===== config.mk =====
export PLATFORM = sky130hd
export DESIGN_NAME = seq_feed_ctrl
export DESIGN_NICKNAME = d
export VERILOG_FILES = /design/src/rtl/seq_feed_ctrl.sv
export SDC_FILE = /design/constraint.sdc
export NUM_CORES = 1
export LEC_CHECK = 0
export ABC_CLOCK_PERIOD_IN_PS = 2400
export CAP_MARGIN = 30
export CORE_ASPECT_RATIO = 1.5
export CORE_MARGIN = 1
export CORE_UTILIZATION = 53
export CTS_BUF_LIST = sky130_fd_sc_hd__clkbuf_8
export CTS_CLUSTER_SIZE = 40
export DETAILED_ROUTE_END_ITERATION = 10
export GPL_ROUTABILITY_DRIVEN = 0
export PLACE_DENSITY_LB_ADDON = 0.12
export SLEW_MARGIN = 20
export SYNTH_ARGS = -nofsm -noshare
export SYNTH_HDL_FRONTEND = slang
export SYNTH_SLANG_ARGS = --single-unit

===== constraint.sdc =====
create_clock -name fsm_clk -period 2.4 [get_ports fsm_clk]
set_input_delay 0.48 -clock fsm_clk [delete_from_list [all_inputs] [get_ports fsm_clk]]
set_output_delay 0.48 -clock fsm_clk [all_outputs]
set_load 0.01 [all_outputs]

===== src/rtl/seq_feed_ctrl.sv =====
// seq_feed_ctrl: replays a latched bit pattern into the sequence-detector FSM.
// A run clears the detector, then steps the pattern out MSB-first, one bit per
// tick period. It counts detector hits sampled a fixed latency after each step
// and reports busy/done.
module seq_feed_ctrl #(
  parameter int NBITS    = 16,
  parameter int TICK_DIV = 100_000_000,
  parameter int DET_LAT  = 2,
  parameter int CNT_W    = 4
) (
  input  logic                         fsm_clk,
  input  logic                         clr,
  input  logic                         start,
  input  logic [NBITS-1:0]             pattern,
  input  logic                         det_in,
  output logic                         det_clr,
  output logic                         din_out,
  output logic                         step,
  output logic                         busy,
  output logic                         done,
  output logic [CNT_W-1:0]             det_count,
  output logic [$clog2(NBITS+1)-1:0]   bit_idx
);

  localparam int IDX_W  = $clog2(NBITS+1);
  localparam int TICK_W = $clog2(TICK_DIV);
  localparam int DLY_W  = $clog2(DET_LAT+1);

  typedef enum logic [2:0] {
    S_IDLE,
    S_CLR,
    S_FEED,
    S_DRAIN,
    S_DONE
  } state_t;

  state_t             state, state_nxt;
  logic [TICK_W-1:0]  tick;
  logic [DLY_W-1:0]   dly;
  logic [NBITS-1:0]   shreg;
  logic               tick_end;
  logic               last_bit;
  logic               sample;
  logic               accept;

  // Detection counter increment that sticks at all-ones instead of wrapping.
  function automatic logic [CNT_W-1:0] sat_inc(input logic [CNT_W-1:0] v);
    return (v == {CNT_W{1'b1}}) ? v : v + CNT_W'(1);
  endfunction

  assign tick_end = (tick == TICK_W'(TICK_DIV - 1));
  assign last_bit = (bit_idx == IDX_W'(NBITS - 1));
  // dly counts DET_LAT..1 after a step; the cycle at 1 is the sample cycle.
  assign sample   = (dly == DLY_W'(1));
  assign accept   = (state == S_IDLE) && start;

  // State register; a reset in the middle of a run drops straight back to idle.
  always_ff @(posedge fsm_clk or posedge clr) begin
    if (clr) state <= S_IDLE;
    else     state <= state_nxt;
  end

  // Next-state decode and the per-state strobes (det_clr, step, busy, done).
  always_comb begin
    state_nxt = state;
    det_clr   = 1'b0;
    step      = 1'b0;
    busy      = 1'b1;
    done      = 1'b0;
    case (state)
      S_IDLE: begin
        busy = 1'b0;
        if (start) state_nxt = S_CLR;
      end
      S_CLR: begin
        det_clr   = 1'b1;
        state_nxt = S_FEED;
      end
      S_FEED: begin
        if (tick_end) begin
          step = 1'b1;
          if (last_bit) state_nxt = S_DRAIN;
        end
      end
      S_DRAIN: begin
        if (sample) state_nxt = S_DONE;
      end
      S_DONE: begin
        done      = 1'b1;
        state_nxt = S_IDLE;
      end
      default: begin
        busy      = 1'b0;
        state_nxt = S_IDLE;
      end
    endcase
  end

  // Bit-period timer, sample delay, step index, detection count and din drive.
  always_ff @(posedge fsm_clk or posedge clr) begin
    if (clr) begin
      tick      <= '0;
      dly       <= '0;
      bit_idx   <= '0;
      det_count <= '0;
      din_out   <= 1'b0;
    end else begin
      if (state == S_CLR)       tick <= '0;
      else if (state == S_FEED) tick <= tick_end ? '0 : tick + TICK_W'(1);

      if (step)            dly <= DLY_W'(DET_LAT);
      else if (dly != '0)  dly <= dly - DLY_W'(1);

      if (accept)    bit_idx <= '0;
      else if (step) bit_idx <= bit_idx + IDX_W'(1);

      if (accept)                det_count <= '0;
      else if (sample && det_in) det_count <= sat_inc(det_count);

      // The last bit is left on din_out through drain and idle.
      if (state == S_CLR || (step && !last_bit)) din_out <= shreg[NBITS-1];
    end
  end

  // Pattern shift register: loaded on an accepted start, shifted as bits go out.
  always_ff @(posedge fsm_clk) begin
    if (accept)                                 shreg <= pattern;
    else if (state == S_CLR || (step && !last_bit)) shreg <= shreg << 1;
  end

endmodule


# After elaboration in Yosys (flattened, before gate mapping)
# Cells that the tools add are included.
dict set report totals {
  register_bits 58
  out_inout_bits 14
  mem_bits_rw 0
  word_cells 61
  latchBits 0
  inputBits 20
  mem_bits_ro 0
  mem_count 0
}
dict set report classes {
  n_reduce_logical 15
  n_eq_ne 13
  n_div 0
  order_cmp 0
  n_mux 22
  bitwise 0
  add_sub_neg 4
  shift 0
  mul 0
}
# cell n
set op_table {}
lappend op_table {{2-to-1 mux 27 bit} 3}
lappend op_table {{2-to-1 mux 16 bit} 2}
lappend op_table {{adder 27 x 1 -> 27 bit, second input constant} 1}
lappend op_table {{== test 27 bit, second input constant} 1}
lappend op_table {{2-to-1 mux 3 bit} 4}
lappend op_table {{2-to-1 mux 4 bit} 3}
lappend op_table {{one-hot mux 3 bit (4 select lines)} 1}
lappend op_table {{nonzero test 2 bit} 6}
lappend op_table {{2-to-1 mux 5 bit} 2}
lappend op_table {{inequality test 2 bit, second input constant} 5}
lappend op_table {{== test 3 x 2 -> 1 bit, second input constant} 2}
lappend op_table {{adder 5 x 1 -> 5 bit, second input constant} 1}
lappend op_table {{== test 5 x 4 -> 1 bit, second input constant} 1}
lappend op_table {{2-to-1 mux 1 bit} 5}
lappend op_table {{adder 4 x 1 -> 4 bit, second input constant} 1}
lappend op_table {{== test 4 bit, second input constant} 1}
lappend op_table {{2-to-1 mux 2 bit} 2}
lappend op_table {{AND reduction 4 bit} 1}
lappend op_table {{OR reduction 4 bit} 1}
lappend op_table {{== test 3 x 1 -> 1 bit, second input constant} 1}
lappend op_table {{== test 3 bit, second input constant} 1}
lappend op_table {{logical AND 1 bit} 3}
lappend op_table {{logical NOT 3 bit} 1}
lappend op_table {{== test 2 x 1 -> 1 bit, second input constant} 1}
lappend op_table {{4 further kinds} 4}

# Logic depth before layout (Yosys ltp)
dict set report logic_depth {
  depth_word 7
  depth_mapped 8
  ltp_nobuf 8
}

# Least setup slack after synthesis
# No wires, ideal clock.
dict set report synth_path {
  kind {reg2reg}
  from {register tick[9]}
  to {register shreg[0], enable pin}
  arrival_time_ps 1974
  path_stages_with_launch 6
  required_time_ps 2025
  slack_ps 51
  synth_period_minus_slack_ps 2349
  setup_time_ps 375
  n_path_buf 0
  cell_sequence {dfrtp_1 -> or4_4 -> nor3_4 -> nand4_4 -> o22ai_1 -> nand2b_1}
}
dict set report synth_between {
  elab_chain_len 6
}
# item line
set synth_lines {}
lappend synth_lines {{from (decl)} 38} ;# logic [TICK_W-1:0] tick;
lappend synth_lines {{from (signal assigned)} 109} ;# else if (state == S_FEED) tick <= tick_end ? '0 : tick + TICK_W'(1);
lappend synth_lines {{== test 27 bit} 51} ;# assign tick_end = (tick == TICK_W'(TICK_DIV - 1));
lappend synth_lines {{2-to-1 mux 1 bit} 80} ;# if (tick_end) begin
lappend synth_lines {{2-to-1 mux 1 bit} 70} ;# case (state)
lappend synth_lines {{logical AND 1 bit} 128} ;# else if (state == S_CLR || (step && !last_bit)) shreg <= shreg << 1;
lappend synth_lines {{logical OR 1 bit} 128}
lappend synth_lines {{nonzero test 2 bit (no source line)} n/a}
lappend synth_lines {{to (signal assigned)} 127} ;# if (accept) shreg <= pattern;
lappend synth_lines {{to (signal assigned)} 128}
lappend synth_lines {{to (decl)} 40} ;# logic [NBITS-1:0] shreg;
# No other way between the ends.
# A chain may end at the register's enable or synchronous reset.

# Final worst setup path
dict set report layout_path {
  from {register tick[0]}
  to {register tick[18]}
}
dict set report layout_between {
  elab_chain_len 4
  elab_cells_between_ends 5
  classes_between {add/sub: 1; eq/ne: 1; mux: 3}
}
# item line
set layout_lines {}
lappend layout_lines {{adder 27 x 1 -> 27 bit or == test 27 bit (tied branches)} {109, 51}}
lappend layout_lines {{2-to-1 mux 27 bit (*) (2 in series)} 109}
lappend layout_lines {{2-to-1 mux 27 bit (*)} 108} ;# if (state == S_CLR) tick <= '0;
# Every way passes the cells marked *; elsewhere a longest branch is shown, timed or not. The select of a mux whose other input is x is not followed.

==> flow_summary.yaml <==
drt:
  routed_wl_um: 7455
  vias: 2693
  ant_nets: 0
  routedWlPerCell_um: 16.07
  remaining_drc_errors: 0
  drt_iter0_markers: 115
  viasPerCell: 5.804
  drtPass1Iterations: 4
finish:
  n_antenna_cell: 0
  area.growth.synth_to_final_pct: 27.75
  drive_above_1_share_pct: 15.74
  fin_nets: 415
  final.fill_count: 430
global_routing:
  grt_use_total_pct: 26.48
  grt_first_pass_wirelength_um: 12040
  grt_pass1_vias: 2627
  grt_max_degree: 43
  globalRouteOverflowTotal: 0
  antenna_found_initial: 0
power_and_ir_drop:
  p_leak_nw: 1.709
  irDropWorstVdd_mv: 0.5281
  power_density_nw_per_um2: 726.9
logic_synthesis:
  yosysTopAreaCell: "dfrtp_1"
  ys_ff_latch: 58
  synth-simple-area-share_pct: 26.74
  synth_area_um2: 3079
  ys_top_cells_by_count: "nand2_1, dfrtp_1, nand3_1, a21oi_1, a31oi_1"
  yosys.area_share.adder_pct: 2.438
  syn_nets: 358
  synth.most_common_cell: "nand2_1"
  syn_inst: 332
  synth_seq_area_share_pct: 49.74
  yosys_warnings: 0
  synth_top_family_by_area: "simple AND/OR/NAND/NOR gates"
  syn_area_per_cell_um2: 9.275
  synth_mux_area_share_pct: 1.707
  synth_top_area_share_pct: 34.13
  synth_edf_count: 16
  synth_compound_area_share_pct: 13.49
  synthFlopType: "dfrtp_1"
  async_flop_share_pct: 72.41
  synth_cell_types: 50
  synth_xor_area_share_pct: 2.275
  synthTopCellsByArea: "dfrtp_1, edfxtp_1, nand2_1, a31oi_1, nand3_1"
timing:
  tns_ns: 0
  holdWs_ns: 0.4723
  worst_pin_slew_ns: 0.6317
  clock_skew_ns: 0.01005
  rsz0062_at_grt: "no"
  maxSlewViolCount: 0
  hold_viol_final: 0
  maxSlewHeadroom_pct: 57.50
  min_period_ns: 2.308
  fin_crit_sh_pct: 96.18
  fmax_ghz: 0.4332
  setup_viol_count_final: 0
critical_path:
  critPathMaxFanout: 5
  startpoint_type: "flop"
  worstReg2RegEnd: "tick[18]"
  reg2reg_depth: 8
  rrSetupSlack_ns: 0.09
  cp_data_required_time_ns: 2.67
  path_class: "flop to flop"
  r2r-start: "tick[0]"
  end_kind: "flop"
  critPathArrivalTime_ns: 2.58
clocking:
  h-tree-depth: 3
  numCtsBuffers: 9
  cts_max_path_buffers: 2
  clock-root-buffer: "clkbuf_8"
  clk_latency_ns: 0.35
  cts_sinks: 58
  cts_tree: "done"
  path_clk_slew_ns: 0.07
outcome:
  status: "finished, final reports clean"
min_path:
  hp-start: "shreg[15]"
  hold_path_class: "flop to flop"
  holdPathStages: 1
  worstHoldEndpoint: "din_out"
floorplanning:
  die_x_um: 64.24
  row_count: 33
  core_um2: 5533
  die_h_um: 95.36
  ios: 34
  die_area_um2: 6125
  start_util_pct: 55.65
run:
  maxCapViolCount: 0
place:
  io_buffers: 33
  hpwl_um: 4913
-- cell families after synthesis --
logic type                 Yosys count
and+or+nand+nor                    161
buffers and inverters               25
muxes                                5
DFF                                 58
xor gates and xnor gates             8
AOI/OAI and AO/OA                   69
adders and majority gates            6
-- layout by cell type, fill, tap and decap left out, types with 5 or more instances in the layout --
cell / n
nand2_1: 68
dfrtp_1: 42
clkdlybuf4s50_1: 32
buf_4: 29
nand3_1: 19
a31oi_1: 17
a21oi_1: 17
nor2_1: 16
edfxtp_1: 16
o21ai_0: 13
nor3_1: 9
inv_1: 9
clkbuf_8: 9
nand4_1: 8
and3_1: 7
nand2b_1: 7
o21ai_1: 5
and2_1: 5
ha_1: 5
-- timing repair --
| item | in CTS | in global routing |
|---|---|---|
| setup buffers | 2 | 0 |
| setup endpoints to repair | 1 | 17 |
| resized for setup | 6 | 5 |
| pin swaps | 2 | 1 |
| cloned | 0 | 0 |
| hold buffers | 0 | 0 |
-- critical path, cell delays in order, from the launching register on --
cell and delay (ns):
dfrtp_1 0.39, ha_4 0.17, nand4_1 0.17, buf_4 0.19, buf_4 0.13, nor3_1 0.51, nand3_1 0.21, nor3_1 0.28
o21bai_1 0.17
-- where the power goes --
group          leakage [nW]  internal, mW  switching [mW]
logic                 0.874         0.248           0.347
clock network         0.123         0.688           0.411
registers             0.711          1.08          0.0859
total                  1.71          2.02           0.843
-- per-stage QoR --
step | power (mW) | worst slack, ns | instances | cell area, µm² | utilization (%)
finish | 2.859 | 0.09178 | 464 | 3934 | 71.10
global route | 2.987 | 0.002033 | 464 | 3934 | 71.10
CTS | 2.841 | 0.003281 | 464 | 3916 | 70.78
global placement | 1.722 | 0.07914 | 446 | 3632 | 65.65
floorplan | 1.548 | 0.05149 | 332 | 3079 | -
detailed placement | 1.739 | 0.003815 | 446 | 3632 | 65.65
-- sequential cells by signal, summed over array words and instances (netlist names) --
signal     flops
tick          27
shreg         16
bit_idx        5
det_count      4
state          3
dly            2
din_out        1
-- layout make-up --
cell class / instances / area [µm²] / share of cell area, %
Sequential cell: 58 / 1531 / 38.93
Multi-Input combinational cell: 249 / 1496 / 38.04
Timing Repair Buffer: 62 / 543.0 / 13.80
Clock buffer: 9 / 123.9 / 3.149
Clock inverter: 7 / 117.6 / 2.990
Tap cell: 70 / 87.58 / 2.226
Inverter: 9 / 33.78 / 0.8588
-- layer usage --
metal  track usage [%]  part of all wire, %
met1             28.26                   39
met2             47.16                   52
met5                 0                    0
met4             19.26                  4.2
met3             4.067                  4.6
-- worst max-delay path by stage --
stage,startpoint,end
detailed placement,tick[10],step
floorplan,tick[9],shreg[0]
global placement,tick[10],step
CTS,tick[17],step
finish,tick[0],tick[18]
global route,state[0],done
(Power assumes the default switching activity.)
